**src/rtl/rst_seq_pkg.sv**
```systemverilog
// Shared types for the reset sequencer: FSM states, reset causes and a
// counter-width helper.
package rst_seq_pkg;

  typedef enum logic [1:0] {
    HOLD    = 2'd0,
    RELEASE = 2'd1,
    RUN     = 2'd2
  } state_t;

  typedef enum logic [1:0] {
    POR = 2'd0,
    SW  = 2'd1,
    WDT = 2'd2
  } cause_t;

  // Bits needed to count 0 .. maxVal-1.
  function automatic int cntWidth(input int maxVal);
    return (maxVal < 2) ? 1 : $clog2(maxVal);
  endfunction

endpackage

```
**src/rtl/rst_seq_wdt.sv**
```systemverilog
// Watchdog counter for the reset sequencer; raises expire while the running
// count equals the programmed limit.
module rst_seq_wdt #(
  parameter int WDT_W = 16
) (
  input  logic             clk,
  input  logic             rst,
  input  logic             en,
  input  logic             wdt_kick,
  input  logic [WDT_W-1:0] wdt_limit,
  output logic             expire
);

  logic [WDT_W-1:0] cnt_q;
  logic [WDT_W-1:0] cnt_d;

  // A kick beats the increment; dropping the enable also clears the count.
  always_comb begin
    cnt_d = cnt_q + WDT_W'(1);
    if (!en || wdt_kick) begin
      cnt_d = '0;
    end
  end

  always_ff @(posedge clk) begin
    if (rst) begin
      cnt_q <= '0;
    end else begin
      cnt_q <= cnt_d;
    end
  end

  assign expire = en && (cnt_q == wdt_limit);

endmodule

```
**src/rtl/rst_seq_ctrl.sv**
```systemverilog
// Staged reset sequencer: holds all domains in reset, releases them in
// ascending order, and restarts on software request or watchdog expiry.
module rst_seq_ctrl
  import rst_seq_pkg::*;
#(
  parameter int NUM_RST  = 4,
  parameter int HOLD_CYC = 16,
  parameter int STEP_CYC = 8,
  parameter int WDT_W    = 16
) (
  input  logic               clk,
  input  logic               rst,
  input  logic               sw_rst_req,
  output logic               sw_rst_ack,
  input  logic               wdt_en,
  input  logic               wdt_kick,
  input  logic [WDT_W-1:0]   wdt_limit,
  output logic [NUM_RST-1:0] rst_out,
  output logic               all_rel,
  output logic               busy,
  output logic [1:0]         rst_cause
);

  localparam int CNT_MAX = (HOLD_CYC > STEP_CYC) ? HOLD_CYC : STEP_CYC;
  localparam int CNT_W   = cntWidth(CNT_MAX);
  localparam int IDX_W   = (NUM_RST > 1) ? $clog2(NUM_RST) : 1;

  state_t               state_q, state_d;
  logic [CNT_W-1:0]     cnt_q, cnt_d;
  logic [IDX_W-1:0]     idx_q, idx_d;
  logic [NUM_RST-1:0]   rstOut_q, rstOut_d;
  cause_t               cause_q, cause_d;
  logic                 ack_q, ack_d;
  logic                 armed_q, armed_d;

  logic                 swAccept;
  logic                 wdtCntEn;
  logic                 wdtExpire;

  assign wdtCntEn = (state_q == RUN) && wdt_en && (wdt_limit != '0);
  assign swAccept = (state_q == RUN) && sw_rst_req && armed_q;

  rst_seq_wdt #(
    .WDT_W(WDT_W)
  ) u_wdt (
    .clk      (clk),
    .rst      (rst),
    .en       (wdtCntEn),
    .wdt_kick (wdt_kick),
    .wdt_limit(wdt_limit),
    .expire   (wdtExpire)
  );

  always_ff @(posedge clk) begin
    if (rst) begin
      state_q  <= HOLD;
      cnt_q    <= '0;
      idx_q    <= '0;
      rstOut_q <= '1;
      cause_q  <= POR;
      ack_q    <= 1'b0;
      armed_q  <= 1'b0;
    end else begin
      state_q  <= state_d;
      cnt_q    <= cnt_d;
      idx_q    <= idx_d;
      rstOut_q <= rstOut_d;
      cause_q  <= cause_d;
      ack_q    <= ack_d;
      armed_q  <= armed_d;
    end
  end

  always_comb begin
    state_d  = state_q;
    cnt_d    = cnt_q;
    idx_d    = idx_q;
    rstOut_d = rstOut_q;
    cause_d  = cause_q;
    ack_d    = 1'b0;
    armed_d  = armed_q || !sw_rst_req;

    case (state_q)
      HOLD: begin
        if (cnt_q == CNT_W'(HOLD_CYC - 1)) begin
          rstOut_d[0] = 1'b0;
          cnt_d       = '0;
          idx_d       = IDX_W'(1);
          state_d     = (NUM_RST == 1) ? RUN : RELEASE;
        end else begin
          cnt_d = cnt_q + CNT_W'(1);
        end
      end
      RELEASE: begin
        if (cnt_q == CNT_W'(STEP_CYC - 1)) begin
          rstOut_d[idx_q] = 1'b0;
          cnt_d           = '0;
          if (idx_q == IDX_W'(NUM_RST - 1)) begin
            state_d = RUN;
          end else begin
            idx_d = idx_q + IDX_W'(1);
          end
        end else begin
          cnt_d = cnt_q + CNT_W'(1);
        end
      end
      RUN: begin
        rstOut_d = '0;
        cnt_d    = '0;
      end
      default: begin
        state_d = HOLD;
      end
    endcase

    // When both triggers land together the watchdog owns the recorded cause.
    if (swAccept) begin
      ack_d    = 1'b1;
      armed_d  = 1'b0;
      cause_d  = SW;
    end
    if (wdtExpire) begin
      cause_d = WDT;
    end
    if (swAccept || wdtExpire) begin
      state_d  = HOLD;
      cnt_d    = '0;
      idx_d    = '0;
      rstOut_d = '1;
    end
  end

  always_comb begin
    all_rel    = (state_q == RUN);
    busy       = (state_q != RUN);
    rst_out    = rstOut_q;
    sw_rst_ack = ack_q;
    rst_cause  = cause_q;
  end

endmodule

```
**config.mk**
```make
export PLATFORM = sky130hd
export DESIGN_NAME = rst_seq_ctrl
export DESIGN_NICKNAME = d
export VERILOG_FILES = /design/src/rtl/rst_seq_pkg.sv /design/src/rtl/rst_seq_wdt.sv /design/src/rtl/rst_seq_ctrl.sv
export SDC_FILE = /design/constraint.sdc
export NUM_CORES = 1
export LEC_CHECK = 0
export ABC_CLOCK_PERIOD_IN_PS = 2900
export CORE_MARGIN = 2
export CORE_UTILIZATION = 57
export CTS_CLUSTER_SIZE = 20
export DETAILED_ROUTE_END_ITERATION = 8
export PLACE_DENSITY = 0.85
export SLEW_MARGIN = 20
export SYNTH_ARGS = -nofsm -noshare
export SYNTH_HDL_FRONTEND = slang
export SYNTH_SLANG_ARGS = --single-unit
```
**constraint.sdc**
```tcl
create_clock -name clk -period 2.9 [get_ports clk]
set_input_delay 0.58 -clock clk [delete_from_list [all_inputs] [get_ports clk]]
set_output_delay 0.58 -clock clk [all_outputs]
set_load 0.01 [all_outputs]
```
==> results.md, run 1 <==
- # DRC: 0
- First-pass GRT wire length: 6.89 mm
- Synth warnings: 0
- Clock latency on the worst-skew pair: 0.34 ns
- Vias in the first global route: 1579
- Post-synthesis sequential area ratio: 35.5%
- CP startpoint kind: flop
- Hold_sp: rst_cause[1]$_SDFFE_PP0P_
- Post-synthesis async set-or-reset flop share: 0%
- Clock transition at path regs: 0.10 ns
- Pre-antenna DRT Iters: 4
- Most frequent cell after synthesis: dfxtp_1
- Max-Cap Viols: 0
- Critical path required time: 2.32 ns
- Clock Sinks: 32
- Psw: 0.222 mW
- Hold WC Path Type: flop to flop
- Post-Syn Nets: 247
- Pint: 0.746 mW
- Switching share of power: 22.9%
- Max Freq: 0.396 GHz
- Cell count after synthesis: 216
- Worst-path fanout max: 11
- Post-synth EDFFs: 0
- Max Slew Vio Count: 0
- Combinational group share of total power: 12.4%
- Root buffer cell: clkbuf_4
- Post-DP HPWL: 2.91 mm
- Cell Area, Synth: 1810 um^2
- Post-route cell area: 2200 um^2
- Worst R2R Start: state_q[0]$_SDFFE_PP0P_
- Starting density of the core: 59.7%
- Pwr Density: 440 nW/um^2
- Final Skew: 0.00558 ns
- Core area: 3030 um^2
- # rows: 20
- Slew headroom: 56.8%
- Antenna cells: 0
- H-tree depth: 2
- Final ANT Viol Nets: 0
- Area contributors post-synth: dfxtp_1 35%, xnor2_1 12%, ha_1 6.9%
- Top cell type by total area after synthesis: dfxtp_1
- Post-CTS setup buffers: 0
- Vias: 1641
- Wirelength, routed: 4.04 mm
- Final critical-path required period: 2.52 ns
- Routed WL per cell: 14.0 um
- FF+latch count, synth: 32
- DP Area: 2110 um^2
- Largest net degree at the start of global routing: 16
- # resized after CTS: 0
- Initial antenna violation count: 0
- IO buf count: 29
- Worst slew pin tran: 0.645 ns
- Vias per inst: 5.68
- Final setup fails: 0
- Leakage power total: 0.754 nW
- Setup TNS: 0 ns
- Synth cell types: 38
- CTS Buf Count: 5
- Share of the synthesized area in the top cell type: 35.5%
- CTS tree: yes
- Die Y-Extent: 60.3 um
- Status: completed
- Clock power frac: 39.8%
- Final non-filler cell total: 289
- Die Wd: 60.3 um
- Top Ports: 30
- Setup crit start: state_q[0]$_SDFFE_PP0P_
- RSZ-0062 raised after global routing: no
- Tot GR Track Use: 25.3%
- Final Hold Vio Count: 0
- Setup CP Type: flop to output pin
- CTS Hold Bufs: 0
- Post-synth top cells: 32 x dfxtp_1, 27 x nor2_1, 25 x xnor2_1
- Share of post-route cells with drive strength above 1: 4.90%
- Die area: 3640 um^2
- GRT Residual Overflow: 0
- CTS Buffer Depth: 2
- GPL Wtd Cong: 0.841
- Hold Slack: 0.466 ns
- WP data arrival: 1.94 ns
- Register share of total power: 47.7%
- Placed Cells: 281
- Nature of the critical path endpoint: output pin
- Post-route clock period utilization: 87.0%
- Peak VDD IR: 0.324 mV
- P&R area growth vs syn: 21.8%
- Post-Syn Area per Cell: 8.36 um^2
- Predominant post-synthesis flop cell: dfxtp_1
- # nets final: 275
- Drt initial violations: 81
- Power after layout: 0.968 mW
-- placed cells by master, fill, tap and decap left out, types with 2 or more instances in the layout --
master / n
xor2_1: 5
o21ai_0: 9
a22oi_1: 2
nand2_1: 14
ha_1: 10
nor2_1: 27
dfxtp_1: 32
a21oi_1: 11
nor2b_1: 3
a31oi_1: 2
nor3b_1: 2
and3_1: 4
clkdlybuf4s50_1: 29
xnor2_1: 25
nand4_1: 6
clkbuf_4: 5
nor3_1: 11
nor4_1: 5
nand3_1: 14
clkbuf_8: 2
nand2b_1: 2
inv_1: 9
-- critical path, stage by stage, from the launching register on --
cell,delay (ns)
dfxtp_1,0.43
inv_1,0.09
ha_1,0.36
inv_1,0.18
clkdlybuf4s50_1,0.55
-- registers in the layout, indices dropped and copies added (netlist names) --
name / cells
armed_q: 1
cnt_q: 4
idx_q: 2
rst_cause: 2
rst_out: 4
state_q: 2
sw_rst_ack: 1
u_wdt.cnt_q: 16
-- stage by stage --
| stage | worst slack (ns) | utilization, % |
|---|---|---|
| floorplan | 1.24 | - |
| global placement | 0.522 | 69.5 |
| detailed placement | 0.505 | 69.5 |
| CTS | 0.384 | 72.7 |
| global route | 0.301 | 72.7 |
| finish | 0.376 | 72.7 |
-- per-layer routing --
metal	GRT usage (%)	part of all wire, %	vias up
met5	0	0	-
met4	11.4	1.9	0
met1	31.6	45	769
li1	-	-	810
met2	40.5	47	50
met3	7.14	6.2	12
-- layout make-up --
cell class / count / area (um^2)
well taps: 44 / 55.1
clock buffers: 7 / 65.1
inverters: 9 / 33.8
fillers: 235 / 827
flip-flops and latches: 32 / 641
multi-input cells: 167 / 1090
repair buffers: 29 / 290
clock inverters: 1 / 30.0
-- final timing paths --
check	depth (start not counted)	slack (ns)	to
max reg2reg	6	0.95	u_wdt.cnt_q[10]$_SDFF_PP0_
min reg2reg	2	0.47	rst_cause[1]$_SDFFE_PP0P_
min	2	0.47	rst_cause[1]$_SDFFE_PP0P_
max	4	0.38	busy
-- power by group through the flow --
stage	logic, mW	clock network (mW)	registers, mW
global route	0.134	0.406	0.464
detailed placement	0.118	0	0.472
floorplan	0.0589	0	0.472
CTS	0.120	0.386	0.462
global placement	0.116	0	0.471
finish	0.120	0.386	0.462
-- cells by family after synthesis --
kind of cell    count (synthesis)  synth area share (%)
mux                             1                 0.554
flops                          32                  35.5
xor+xnor                       30                  14.5
fa+ha+maj                      10                  6.93
buf+inv                        17                  4.43
compound gates                 32                  10.9
simple gates                   94                  27.2
No activity file was read; power rests on OpenSTA's default activity.
==> inputs of run 2 (changes only) <==
GPL_ROUTABILITY_DRIVEN = 0   (was unset)
==> results of run 2 <==
Final layout, timing and power as in run 1 (identical DEF).
==> inputs of run 3 (changes only) <==
CAP_MARGIN = 15   (was unset)
==> results of run 3 <==
Final layout, timing and power as in run 1 (identical DEF).
